<file path="config.mk">
export PLATFORM = sky130hd
export DESIGN_NAME = dot_vec_feeder
export DESIGN_NICKNAME = d
export VERILOG_FILES = /design/src/rtl/dot_vec_feeder_pkg.sv /design/src/rtl/dot_vec_feeder_vec_buf.sv /design/src/rtl/dot_vec_feeder.sv
export SDC_FILE = /design/constraint.sdc
export NUM_CORES = 1
export LEC_CHECK = 0
export CAP_MARGIN = 20
export CORE_ASPECT_RATIO = 0.5
export CORE_MARGIN = 1.5
export CORE_UTILIZATION = 65
export CTS_BUF_LIST = sky130_fd_sc_hd__clkbuf_8
export DETAILED_ROUTE_END_ITERATION = 8
export PLACE_DENSITY = 0.95
export SLEW_MARGIN = 20
export SYNTH_ARGS = -nofsm -noshare
export SYNTH_HDL_FRONTEND = slang
export SYNTH_SLANG_ARGS = --single-unit
export TNS_END_PERCENT = 1
</file>
<file path="constraint.sdc">
create_clock -name clk -period 6.3 [get_ports clk]
set_clock_uncertainty 0.1 [all_clocks]
set_input_delay 1.575 -clock clk [delete_from_list [all_inputs] [get_ports clk]]
set_output_delay 1.575 -clock clk [all_outputs]
set_load 0.02 [all_outputs]
</file>
<file path="src/rtl/dot_vec_feeder_pkg.sv">
// Shared definitions for the dotProd operand feeder: state encoding and
// element/buffer size defaults common with the dotProd accumulator.
package dot_vec_feeder_pkg;

    localparam int DEF_WIDTH = 8;
    localparam int DEF_DEPTH = 8;

    typedef enum logic [2:0] {
        ST_IDLE   = 3'd0,
        ST_CLEAR  = 3'd1,
        ST_STREAM = 3'd2,
        ST_DRAIN  = 3'd3,
        ST_DONE   = 3'd4
    } state_t;

endpackage

</file>
<file path="src/rtl/dot_vec_feeder_vec_buf.sv">
// Paired A/B element buffer: one write port and one registered read port.
// The read register doubles as the a_out/b_out output flop and reads zero when idle.
module dot_vec_feeder_vec_buf #(
    parameter int WIDTH  = 8,
    parameter int DEPTH  = 8,
    parameter int ADDR_W = 3
) (
    input  logic                 clk,
    input  logic                 reset,
    input  logic                 we,
    input  logic [ADDR_W-1:0]    wr_addr,
    input  logic [2*WIDTH-1:0]   wr_data,
    input  logic                 rd_en,
    input  logic [ADDR_W-1:0]    rd_addr,
    output logic [2*WIDTH-1:0]   rd_data
);

    logic [2*WIDTH-1:0] mem [DEPTH];

    // Storage is deliberately not reset.
    always_ff @(posedge clk) begin
        if (we) begin
            mem[wr_addr] <= wr_data;
        end
    end

    always_ff @(posedge clk or negedge reset) begin
        if (!reset) begin
            rd_data <= '0;
        end else begin
            rd_data <= rd_en ? mem[rd_addr] : '0;
        end
    end

endmodule

</file>
<file path="src/rtl/dot_vec_feeder.sv">
// Streams buffered A/B element pairs into the dotProd accumulator: clear pulse,
// one pair per cycle, zero-pair drain for downstream latency, then a done pulse.
module dot_vec_feeder
    import dot_vec_feeder_pkg::*;
#(
    parameter int WIDTH    = DEF_WIDTH,
    parameter int DEPTH    = DEF_DEPTH,
    parameter int ADDR_W   = $clog2(DEF_DEPTH),
    parameter int PIPE_LAT = 1
) (
    input  logic                clk,
    input  logic                reset,
    input  logic                wr_en,
    input  logic [ADDR_W-1:0]   wr_addr,
    input  logic [WIDTH-1:0]    wr_a,
    input  logic [WIDTH-1:0]    wr_b,
    input  logic                start,
    input  logic [ADDR_W:0]     len,
    output logic [WIDTH-1:0]    a_out,
    output logic [WIDTH-1:0]    b_out,
    output logic                acc_clr,
    output logic                busy,
    output logic                done,
    output logic [ADDR_W-1:0]   elem_idx,
    output logic [2:0]          dbg_state
);

    localparam int DW = (PIPE_LAT > 1) ? $clog2(PIPE_LAT) : 1;
    localparam logic [ADDR_W:0] LEN_MAX = (ADDR_W+1)'(DEPTH);
    localparam state_t POST_STREAM = (PIPE_LAT == 0) ? ST_DONE : ST_DRAIN;

    state_t              state, state_n;
    logic [ADDR_W-1:0]   idx, idx_n;
    logic [ADDR_W:0]     len_eff, len_eff_n;
    logic [DW-1:0]       drain_cnt, drain_cnt_n;
    logic                rd_en;
    logic [ADDR_W-1:0]   rd_addr;
    logic [2*WIDTH-1:0]  rd_data;
    logic                buf_we;

    assign buf_we = wr_en && (state == ST_IDLE);

    dot_vec_feeder_vec_buf #(
        .WIDTH  (WIDTH),
        .DEPTH  (DEPTH),
        .ADDR_W (ADDR_W)
    ) u_vec_buf (
        .clk     (clk),
        .reset   (reset),
        .we      (buf_we),
        .wr_addr (wr_addr),
        .wr_data ({wr_a, wr_b}),
        .rd_en   (rd_en),
        .rd_addr (rd_addr),
        .rd_data (rd_data)
    );

    // The read for element i is issued on the edge that enters its display cycle,
    // so the registered read data is already the output operand pair.
    always_comb begin
        state_n     = state;
        idx_n       = '0;
        len_eff_n   = len_eff;
        drain_cnt_n = '0;
        rd_en       = 1'b0;
        rd_addr     = '0;
        case (state)
            ST_IDLE: begin
                if (start) begin
                    state_n   = ST_CLEAR;
                    len_eff_n = (len > LEN_MAX) ? LEN_MAX : len;
                end
            end
            ST_CLEAR: begin
                if (len_eff == '0) begin
                    state_n = POST_STREAM;
                end else begin
                    state_n = ST_STREAM;
                    rd_en   = 1'b1;
                end
            end
            ST_STREAM: begin
                if ({1'b0, idx} == len_eff - 1'b1) begin
                    state_n = POST_STREAM;
                end else begin
                    idx_n   = idx + 1'b1;
                    rd_en   = 1'b1;
                    rd_addr = idx + 1'b1;
                end
            end
            ST_DRAIN: begin
                if (drain_cnt == DW'(PIPE_LAT - 1)) begin
                    state_n = ST_DONE;
                end else begin
                    drain_cnt_n = drain_cnt + 1'b1;
                end
            end
            ST_DONE: begin
                state_n = ST_IDLE;
            end
            default: begin
                state_n = ST_IDLE;
            end
        endcase
    end

    always_ff @(posedge clk or negedge reset) begin
        if (!reset) begin
            state     <= ST_IDLE;
            idx       <= '0;
            len_eff   <= '0;
            drain_cnt <= '0;
            acc_clr   <= 1'b0;
            busy      <= 1'b0;
            done      <= 1'b0;
        end else begin
            state     <= state_n;
            idx       <= idx_n;
            len_eff   <= len_eff_n;
            drain_cnt <= drain_cnt_n;
            acc_clr   <= (state_n == ST_CLEAR);
            busy      <= (state_n != ST_IDLE);
            done      <= (state_n == ST_DONE);
        end
    end

    assign a_out     = rd_data[2*WIDTH-1:WIDTH];
    assign b_out     = rd_data[WIDTH-1:0];
    assign elem_idx  = idx;
    assign dbg_state = state;

endmodule

</file>
After elaboration in Yosys (flattened, before gate mapping)
Memories as Yosys holds them, arrays and structs flattened.
Index checks and enable logic that the tools add are counted.
{"block": "totals", "regBits": 30, "latch_bits": 0, "mem_bits_rw": 128, "romBits": 0, "out_inout_bits": 25, "word_cells": 40, "mem_count": 1}
{"memory": "u_vec_buf.mem", "words": 8, "word_bits": 16, "rd": 1, "rd_ports_with_merged_regs": 0, "write_ports": 1, "line": "dot_vec_feeder_vec_buf.sv:18", "text": "logic [2*WIDTH-1:0] mem [DEPTH];"}
{"block": "op_classes", "add_sub_neg": 3, "mul": 0, "div_mod_pow": 0, "n_lt_le_gt_ge": 1, "n_eq_ne": 6, "shift": 0, "mux": 16, "bitwise": 0, "n_reduce_logical": 5}
{"cell": "16-bit 2-to-1 mux", "n": 1}
{"cell": "3-bit 2-to-1 mux", "n": 5}
{"cell": "3-bit one-hot mux with 4 select lines", "n": 1}
{"cell": "1-bit 2-to-1 mux", "n": 7}
{"cell": "3-bit by 1-bit == test with 1-bit output, second input constant", "n": 2}
{"cell": "3-bit by 2-bit == test with 1-bit output, second input constant", "n": 2}
{"cell": "3-bit by 4-bit == test with 1-bit output", "n": 1}
{"cell": "4-bit > comparator, second input constant", "n": 1}
{"cell": "4-bit logical NOT", "n": 1}
{"cell": "4-bit 2-to-1 mux", "n": 1}
{"cell": "4-bit by 1-bit subtractor with 4-bit output, second input constant", "n": 1}
{"cell": "3-bit by 1-bit adder with 3-bit output, second input constant", "n": 1}
{"cell": "3-bit == test, second input constant", "n": 1}
{"cell": "3-bit logical NOT", "n": 1}
{"cell": "3-bit nonzero test", "n": 1}
{"cell": "1-bit one-hot mux with 2 select lines", "n": 1}
{"cell": "2-bit AND reduction", "n": 1}
{"cell": "1-bit adder, second input constant", "n": 1}
{"cell": "1-bit logical AND", "n": 1}

Longest topological paths before layout
An unclocked memory read counts as a cell.
{"block": "logic_depth", "depth_word": 6, "ltp_mapped": 11, "depth_no_buf": 9}

Modules after synthesis
Synthesis repeated with hierarchy kept, for this count alone.
{"block": "unflattened", "hier_cells": 325, "hier_area_um2": 6169.7}
{"mod": "dot_vec_feeder_vec_buf", "n_inst": 1, "cells_each": 267, "area_per_inst_um2": 5505.3, "seq_area_each_um2": 4244.1}
{"mod": "dot_vec_feeder", "n_inst": 1, "cells_each": 58, "area_per_inst_um2": 664.4, "seq_area_each_um2": 325.3}

Worst setup path before layout
No wires, ideal clock.
{"block": "synth_timing", "path_type": "in2reg", "from": "in wr_addr[0]", "to": "mem u_vec_buf.mem[0][0] (netlist name) (enable)", "setup_time_ns": 0.409, "arrival_time_ns": 2.922, "required_ns": 5.791, "path_slack_ns": 2.869, "stages": 2, "path_buffers": 0, "path_cell_list": "nand3b_1 nor3_1"}
{"element": "from (decl)", "line": "dot_vec_feeder.sv:14", "text": "input logic [ADDR_W-1:0] wr_addr,"}
{"element": "to (decl)", "line": "dot_vec_feeder_vec_buf.sv:18"}
No word-level cell before the write port.

Final worst setup path
{"block": "layout_timing", "from": "reg len_eff[0]", "to": "reg u_vec_buf.rd_data[9]"}
{"block": "layout_between", "elab_chain_len": 6}
{"element": "from (decl)", "line": "dot_vec_feeder.sv:34", "text": "logic [ADDR_W:0] len_eff, len_eff_n;"}
{"element": "from (signal assigned)", "line": "dot_vec_feeder.sv:119", "text": "len_eff <= len_eff_n;"}
{"element": "4-bit by 1-bit subtractor with 4-bit output", "line": "dot_vec_feeder.sv:83", "text": "if ({1'b0, idx} == len_eff - 1'b1) begin"}
{"element": "3-bit by 4-bit == test with 1-bit output", "line": "dot_vec_feeder.sv:83"}
{"element": "3-bit 2-to-1 mux", "line": "dot_vec_feeder.sv:83"}
{"element": "3-bit 2-to-1 mux", "line": "dot_vec_feeder.sv:67", "text": "case (state)"}
{"element": "memory 8 x 16 bit"}
{"element": "16-bit 2-to-1 mux (*)", "line": "dot_vec_feeder_vec_buf.sv:31", "text": "rd_data <= rd_en ? mem[rd_addr] : '0;"}
{"element": "to (signal assigned)", "line": "dot_vec_feeder_vec_buf.sv:31"}
{"element": "to (decl)", "line": "dot_vec_feeder_vec_buf.sv:15", "text": "output logic [2*WIDTH-1:0] rd_data"}
Every way passes the cells marked *; elsewhere a longest branch is shown, timed or not.
A chain may end at the register's enable or synchronous reset.

==> metrics.md <==
| Metric | Value |
|---|---|
| Outcome | `completed` |
| Max stage delay cell, worst path | `dfrtp_1` |
| Reg2reg path depth | `9` |
| Unrepaired setup endpoints after global routing | `no` |
| Largest family of logic cells by synthesized area | `compound AO/OA/AOI/OAI gates` |
| Antenna violations before repair | `0` |
| FF-to-FF setup slack | `1.78 ns` |
| Compound-cell area share of the yosys netlist | `17.7%` |
| Worst Path Arrival | `4.82 ns` |
| Worst-Skew Late Latency | `0.48 ns` |
| DP Worst Slack | `approximately 2.3 ns` |
| Root buffer cell | `clkbuf_8` |
| Final worst setup slack | `1.78 ns` |
| EDFF count, synth | `around 130` |
| Die H | `77.3 um` |
| Yosys reg bits | `157` |
| DR DRC count | `0` |
| Top cells by count, synth | `128 x edfxtp_1, 44 x nor3_1, 30 x a31oi_1` |
| I/O Buffers | `51` |
| Final nets | `612` |
| Most used DFF post-synth | `edfxtp_1` |
| Max_cap viols | `0` |
| Dpl cells | `703` |
| Max VDD drop | `~0.00022 V` |
| Boundary pin count | `52` |
| Wirelength per Cell | `27.3 um` |
| Top cell type's share of synthesized area | `a little over half` |
| DR vias/cell | `about 7.6` |
| Mux contribution to synthesized area | `0.575%` |
| Largest net degree at the start of global routing | `49` |
| Drt first pass iters | `6` |
| CTS tree | `done` |
| Critical path class | `flip-flop to flip-flop` |
| Synthesized instance count | `539` |
| Post-Synthesis Cell Area | `0.00718 mm^2` |
| First-pass GRT wire length | `30.3 mm` |
| Number of global-route vias before repair | `5,377` |
| Hold depth | `2` |
| RD Place Congestion | `0.897` |
| Chip Width | `152 um` |
| Mean Syn Cell Area | `13.3 um^2` |
| Slew Limit Headroom | `27.3%` |
| Clock buffer depth | `2` |
| CTS clk-pin slew, worst paths | `0.09 ns` |
| Routed wire length | `about 20 mm` |
| Synth Area in XOR/XNOR | `0.610%` |
| WP data required | `6.60 ns` |
| Worst hold endpoint | `u_vec_buf.rd_data[7]$_DFF_PN0_` |
| Leakage | `between 2 and 3 nW` |
| Post-synthesis sequential area ratio | `63.7%` |
| Initial Utilization | `68.5%` |
| CTS resizes | `0` |
| # diodes | `0` |
| Simple-Gate Fraction of Synth Area | `12.9%` |
| Worst Setup Start Kind | `flip-flop` |
| Critical Path Fanout Max | `21` |
| Hold-fix buffers at CTS | `0` |
| GRT Total Usage | `35.9%` |
| Final Hold Fails | `0` |
| Worst setup EP type | `flip-flop` |
| Post-DP HPWL | `roughly 11 mm` |
| Finished Layout Cells | `735` |
| Top cells by area, synth | `edfxtp_1 54%, dfrtp_1 10%, nor4b_2 3.1%` |
| Post-detailed-route count of antenna-violating nets | `0` |
| Total power | `between 3 and 4 mW` |
| Worst hold path class | `flip-flop to flip-flop` |
| Pwr dens | `406 mW/mm^2` |
| TritonCTS buffer count | `17` |
| Setup Fix Bufs, Post-CTS | `0` |
| DIE AREA | `~0.012 mm^2` |
| Slew of the pin with the lowest slew margin | `about 1.1 ns` |
| Grt ovf | `0` |
| Layout cells sized above 1 | `between 15 and 20%` |
| Row count | `26` |
| Clk sinks | `157` |
| Worst r2r src | `len_eff[0]$_DFFE_PN0P_` |
| Core ar. | `0.0105 mm^2` |
| Async set-reset flop share out of synthesis | `18.5%` |
| Final Cycle Share | `71.8%` |
| Max Fclk | `221 MHz` |
| FF-to-FF End | `u_vec_buf.rd_data[9]$_DFF_PN0_` |
| Syn. warnings | `0` |
| Cell with the most instances after synthesis | `edfxtp_1` |
| Synthesized net count | `569` |
| H-tree Lvls | `4` |
| Final Critical Period | `between 4 and 5 ns` |
| DR iter-0 viols | `1,056` |
| Slew Limit Fails | `0` |
| Area grow syn2layout | `13.8%` |
| Vias | `5,608` |
| Crit-path cells | `inv_1 > ha_1 > xnor2_1 > o21a_1 > o31ai_4 > buf_4 > nor2_2 > o21ai_0 > a31oi_1` |
| Setup TNS | `0 ns` |
| Final setup vio count | `0` |
| Worst Min Path Start | `u_vec_buf.mem[2][7]$_DFFE_PP_` |
| Adder-Cell Fraction of Synth Area | `0.523%` |
| Cell taking the most area after synthesis | `edfxtp_1` |
| Distinct cells, synth | `53` |
| Slowest stage delay, CP | `0.87 ns` |
-- layout make-up --
| class | count | area, um^2 |
|---|---|---|
| timing repair buffer | 63 | 601 |
| sequential | 157 | 4570 |
| tap | 140 | 175 |
| clock buffer | 17 | 234 |
| clock inverter | 15 | 173 |
| fill | 529 | 2310 |
| inverter | 21 | 78.8 |
| multi-input combinational | 322 | 2340 |
-- cell families after synthesis --
family,count (synthesis)
multiplexers,4
XOR/XNOR,5
flip-flops,157
buffers and inverters,60
AND/OR/NAND/NOR,142
adder cells (fa/ha/maj),3
AO/OA/AOI/OAI,168
-- critical path: cells and delay by family, from the launching register on --
kind	cells	cell delay [ns]
DFF	1	0.87
AOI/OAI and AO/OA	4	1.52
adders and majority gates	1	0.30
buffers and inverters	2	0.62
xor gates and xnor gates	1	0.38
and+or+nand+nor	1	0.62
-- cells in the final DEF, fill, tap and decap left out, types with 4 or more instances in the layout --
cell / count
o21ai_0: 26
clkbuf_8: 17
a31o_2: 15
a211o_1: 17
clkdlybuf4s50_1: 51
a31oi_1: 30
dfrtp_1: 29
a32oi_1: 15
o2111a_1: 15
o21ai_1: 9
edfxtp_1: 128
a21boi_0: 15
a21oi_1: 10
inv_6: 6
a21oi_2: 7
buf_4: 12
nor3_2: 9
and2_1: 15
nor2_2: 4
nor4b_2: 15
nor3_1: 42
inv_1: 19
nand2_1: 24
nor2_1: 14
-- per-stage QoR --
step	utilization (%)	hold slack [ns]	cell area [um^2]
after global placement	74.1	0.436	7760
after floorplan	-	0.392	7180
final	78.0	0.440	8170
after CTS	78.0	0.445	8170
after detailed placement	74.1	0.429	7760
after global routing	78.0	0.505	8170
-- power breakdown --
| part | switching [mW] | internal, mW |
|---|---|---|
| clock | 0.428 | 0.366 |
| sequential | 0.0879 | 1.22 |
| combinational | 0.811 | 0.399 |
-- sequential cells by signal, indices dropped and copies added, names as in the netlist --
| signal | cells |
|---|---|
| busy | 1 |
| elem_idx | 3 |
| u_vec_buf.mem | 128 |
| u_vec_buf.rd_data | 16 |
| len_eff | 4 |
| done | 1 |
| acc_clr | 1 |
| dbg_state | 3 |
-- worst max path at each step --
stage,startpoint,to,slack [ns],cells past startpoint
after CTS,len_eff[0]$_DFFE_PN0P_,u_vec_buf.rd_data[9]$_DFF_PN0_,2.12,9
after global routing,len_eff[0]$_DFFE_PN0P_,u_vec_buf.rd_data[9]$_DFF_PN0_,1.81,9
final,len_eff[0]$_DFFE_PN0P_,u_vec_buf.rd_data[9]$_DFF_PN0_,1.78,9
after global placement,len_eff[0]$_DFFE_PN0P_,u_vec_buf.rd_data[12]$_DFF_PN0_,2.61,9
after floorplan,wr_addr[0],u_vec_buf.mem[0][0]$_DFFE_PP_,2.87,2
after detailed placement,len_eff[0]$_DFFE_PN0P_,u_vec_buf.rd_data[9]$_DFF_PN0_,2.28,9
-- metal layers --
layer  routed length (um)  part of all wire, %  global-route usage, %  vias to the layer above
met2                 8760                   44                   50.5                      641
met4                 1070                  5.3                   18.6                        0
li1                     -                    -                      -                     2206
met1                 7030                   35                   49.2                     2606
met5                    0                    0                      0                        -
met3                 3230                   16                   12.9                      155
No activity file was read; power rests on OpenSTA's default activity.
